[src/rtl/shift_deserializer.sv]
// Serial-to-parallel receiver: framed MSB- or LSB-first bits into WIDTH-bit words on a valid/ready output.
// Optional even-parity trailer bit and parity_err output when DESER_PARITY_EN is defined.
module shift_deserializer #(
  parameter int WIDTH = 8
) (
  input  logic             clk,
  input  logic             reset,
  input  logic             sin,
  input  logic             sin_valid,
  input  logic             sin_start,
  input  logic             msb_first,
  output logic [WIDTH-1:0] q,
  output logic             q_valid,
  input  logic             q_ready,
  output logic             busy,
`ifdef DESER_PARITY_EN
  output logic             parity_err,
`endif
  output logic             overrun
);

  localparam int CW = $clog2(WIDTH + 1);

  typedef enum logic [1:0] {
    IDLE   = 2'd0,
    SHIFT  = 2'd1
`ifdef DESER_PARITY_EN
    ,PARITY = 2'd2
`endif
  } state_t;

  state_t           state_r;
  logic [WIDTH-1:0] sr_r;
  logic             dir_r;
  logic [CW-1:0]    count_r;

  logic [WIDTH-1:0] word_s;
  logic [WIDTH-1:0] start_word_s;
  logic             slot_free_s;
  logic             last_s;

  function automatic logic [WIDTH-1:0] shift_in(input logic [WIDTH-1:0] sr,
                                                input logic dir, input logic b);
    if (dir) begin
      return {sr[WIDTH-2:0], b};
    end else begin
      return {b, sr[WIDTH-1:1]};
    end
  endfunction

`ifdef DESER_PARITY_EN
  function automatic logic even_parity(input logic [WIDTH-1:0] w);
    return ^w;
  endfunction
`endif

  assign word_s       = shift_in(sr_r, dir_r, sin);
  assign start_word_s = shift_in(sr_r, msb_first, sin);
  assign slot_free_s  = !q_valid || q_ready;
  assign last_s       = (count_r == CW'(WIDTH - 1));

  // Frame FSM, shift register and registered output slot.
  always_ff @(posedge clk) begin
    if (!reset) begin
      state_r <= IDLE;
      sr_r    <= '0;
      dir_r   <= 1'b0;
      count_r <= '0;
      q       <= '0;
      q_valid <= 1'b0;
      busy    <= 1'b0;
      overrun <= 1'b0;
`ifdef DESER_PARITY_EN
      parity_err <= 1'b0;
`endif
    end else begin
      if (q_valid && q_ready) begin
        q_valid <= 1'b0;
      end
      // A start bit (re)opens a frame from any state; it is always bit one.
      if (sin_valid && sin_start) begin
        sr_r    <= start_word_s;
        dir_r   <= msb_first;
        count_r <= CW'(1);
        state_r <= SHIFT;
        busy    <= 1'b1;
      end else if (sin_valid) begin
        case (state_r)
          SHIFT: begin
            sr_r <= word_s;
            if (last_s) begin
`ifdef DESER_PARITY_EN
              count_r <= CW'(WIDTH);
              state_r <= PARITY;
`else
              count_r <= '0;
              state_r <= IDLE;
              busy    <= 1'b0;
              if (slot_free_s) begin
                q       <= word_s;
                q_valid <= 1'b1;
              end else begin
                overrun <= 1'b1;
              end
`endif
            end else begin
              count_r <= count_r + CW'(1);
            end
          end
`ifdef DESER_PARITY_EN
          PARITY: begin
            count_r <= '0;
            state_r <= IDLE;
            busy    <= 1'b0;
            if (slot_free_s) begin
              q          <= sr_r;
              q_valid    <= 1'b1;
              parity_err <= even_parity(sr_r) ^ sin;
            end else begin
              overrun <= 1'b1;
            end
          end
`endif
          default: begin
            state_r <= IDLE;
          end
        endcase
      end
    end
  end

endmodule
[config.mk]
export PLATFORM = sky130hd
export DESIGN_NAME = shift_deserializer
export DESIGN_NICKNAME = d
export VERILOG_FILES = /design/src/rtl/shift_deserializer.sv
export SDC_FILE = /design/constraint.sdc
export NUM_CORES = 1
export LEC_CHECK = 0
export BUFFER_PORTS_ARGS = -buffer_cell sky130_fd_sc_hd__buf_2
export CORE_MARGIN = 2
export CORE_UTILIZATION = 59
export DETAILED_ROUTE_END_ITERATION = 7
export PLACE_DENSITY_LB_ADDON = 0.25
export SYNTH_ARGS = -nofsm -noshare
export SYNTH_HDL_FRONTEND = slang
export SYNTH_SLANG_ARGS = --single-unit
[constraint.sdc]
create_clock -name clk -period 3.65 [get_ports clk]
set_input_delay 0.1825 -clock clk [delete_from_list [all_inputs] [get_ports clk]]
set_output_delay 0.1825 -clock clk [all_outputs]
set_load 0.02 [all_outputs]
==> impl_metrics.toml <==
[timing]
setup_viol = 0
fin_skew_ns = 0.007818
maxSlewViolCount = 0
rsz0062_at_grt = "no"
period_minus_slack_ns = 1.427
tightestPinTransition_ns = 0.5291
final-hold-violation-count = 0
tns_ns = 0
fmax_ghz = 0.7007
finalCritPeriodShare_pct = 39.10
slew_headroom_pct = 64.36

[clock_network]
numCtsBuffers = 3
cts_setup_buffers = 0
cts.htree.levels = 1
hold_buffers = 0
cts_max_path_buffers = 2
clock_latency_ns = 0.31
path_clk_slew_ns = 0.14
clock_sinks = 25
ctsResizeCount = 0
cts_root_buf = "clkbuf_4"
cts_tree = "yes"

[die]
initial_core_util_pct = 62.31
core_sq_mm = 0.001942
die_h_um = 49.29
ioPinCount = 18
std_cell_rows = 16
dieArea_sq_mm = 0.002429
die_w_um = 49.29

[worst_setup_path]
path_depth = 2
arrival_ns = 1.65
ff2ff_setup_slack_ns = 2.22
cp_data_required_time_ns = 3.87
crit_chain = "mux2_2 -> a221o_1"
critPathMaxStageDelay_ns = 0.61
critical_path.startpoint = "dir_r"
crit_buf_inv = 0
critPathKind = "reg2reg"
r2r_cells = 2
crit_path_top_delay_cell = "dfxtp_1"
r2r-start = "dir_r"
crit_end = "sr_r[4]"
crit_family = "flip-flops"
endpoint_kind = "flip-flop"
worstReg2RegEnd = "sr_r[4]"
startpoint_type = "flip-flop"
cp_max_fo = 9

[global_route]
first_global_vias = 916
antenna_found_initial = 0
grt_max_degree = 20
grt_pass1_wl_um = 4174
grt_usage_pct = 21.60
overflow = 0

[yosys]
synth_top_family_by_area = "simple AND/OR/NAND/NOR gates"
synth_warnings = 0
synth_ff_type = "dfxtp_1"
syn_area_sq_mm = 0.001210
synthAdderAreaFrac_pct = 1.034
synth_area_leaders = "dfxtp_1, mux2i_1, nand2_1, mux2_2, a221o_1"
yosys.area_share.xor_xnor_pct = 0
synth-simple-area-share_pct = 18.92
ys_ff_latch = 25
yosysTopAreaCell = "dfxtp_1"
avgSynthCellArea_sq_um = 9.379
syn_nets = 137
synth_edf_count = 0
synthCells = 129
ys_seq_area_share_pct = 41.37
synth.area.mux_share_pct = 17.89
synth_compound_area_share_pct = 16.44
synth-async-reset-ratio_pct = 0
yosysTopAreaCellShare_pct = 41.37
ys_types = 34

[job]
maxCapViolations = 0

[power_and_ir_drop]
switchingPower_mw = 0.1080
powerDensity_mw_per_mm2 = 338.0
seq_power_share_pct = 64.0
p_clk_share_pct = 28.0
combPwrFrac_pct = 8.0
p_leak_nw = 0.5334
p_int_mw = 0.3335
p_sw_share_pct = 24.47
peakVddDrop_v = 0.0002296

[routing]
routedWlPerCell_um = 14.50
drt-total-wl_um = 2450
drt_iter0_markers = 25
vias = 1014
drc = 0
viasPerCell = 6.000
dr.pass1.iters = 4
route.antenna.remaining_nets = 0

[place]
gp_congestion = 0.8344
dp_hpwl_um = 1821
io_buffers = 17

[run_status]
outcome = "complete, no violations"

[layout]
layout_common_cells = "dfxtp_1, buf_2, nand2_1, mux2i_1, nor2_1"
final_common_cell = "dfxtp_1"
nNetsFinal = 151
drive_gt1_share_pct = 19.72
diodes = 0
syn2layout_area_growth_pct = 7.963
utilization_pct = 67.27

[hold_path]
min_path_type = "in2reg"
-- sequential cells by signal, indices dropped and copies added (netlist names) --
register and count:
busy 1, count_r 4, dir_r 1, overrun 1
q 8, q_valid 1, sr_r 8, state_r 1
-- stage by stage --
stage	std cells	area [sq um]	setup slack (ns)	total power, mW	hold WS (ns)
floorplan	129	1210	2.359	0.3153	0.3774
detailed placement	165	1280	2.142	0.3236	0.4508
global placement	165	1280	2.232	0.3218	0.4430
finish	169	1306	2.223	0.4415	0.1928
CTS	169	1306	2.231	0.4412	0.1868
global route	169	1306	2.062	0.4551	0.1952
-- synth_stat cells (2+ instances only) --
cell type / number
mux2i_1: 16
or3_1: 2
nand2_1: 16
nor2_1: 8
nor3_1: 2
mux2_2: 5
a311oi_1: 3
o221ai_1: 3
buf_2: 3
dfxtp_1: 25
a221o_1: 5
a31oi_1: 4
nand3_1: 5
clkbuf_1: 2
nand2b_1: 2
o21ai_0: 4
buf_4: 2
a21oi_1: 6
-- power by group through the flow --
stage	sequential, mW	clock, mW	combinational (mW)
detailed placement	0.289	0	0.0350
global placement	0.288	0	0.0336
floorplan	0.287	0	0.0285
global route	0.283	0.133	0.0388
CTS	0.283	0.123	0.0351
finish	0.283	0.123	0.0353
-- final cells by class --
class                           instances  area [sq um]
Multi-Input combinational cell         95         656.9
Tap cell                               27         33.78
Inverter                                1         3.754
Fill cell                             168         635.6
Timing Repair Buffer                   17         85.08
Sequential cell                        25         500.5
Clock buffer                            4         26.28
-- worst min-delay path by stage --
stage | end | slack [ns] | from | depth (start not counted)
floorplan | state_r[0] | 0.38 | sin_start | 2
global placement | q[3] | 0.44 | q[3] | 2
detailed placement | q[5] | 0.45 | q[5] | 2
CTS | state_r[0] | 0.19 | sin_valid | 2
global route | state_r[0] | 0.20 | sin_valid | 2
finish | state_r[0] | 0.19 | sin_valid | 2
-- worst reg2reg max path, cell delays in order, from the launching register on --
cell	delay [ns]
dfxtp_1	0.61
mux2_2	0.41
a221o_1	0.32
-- routing by layer --
layer | track usage, % | vias up | wire (um)
met1 | 30.10 | 478 | 1174
met4 | 8.571 | 0 | 14
li1 | - | 506 | -
met3 | 2.761 | 2 | 116
met5 | 0 | - | 0
met2 | 33.78 | 28 | 1144
-- kinds of logic (layout without fill, tap and decap cells) --
kind of cell | Yosys count | count (layout)
mux | 21 | 21
compound gates | 28 | 28
fa+ha+maj | 1 | 1
flops | 25 | 25
simple gates | 45 | 45
buf+inv | 9 | 22
No activity file was read; power rests on OpenSTA's default activity.
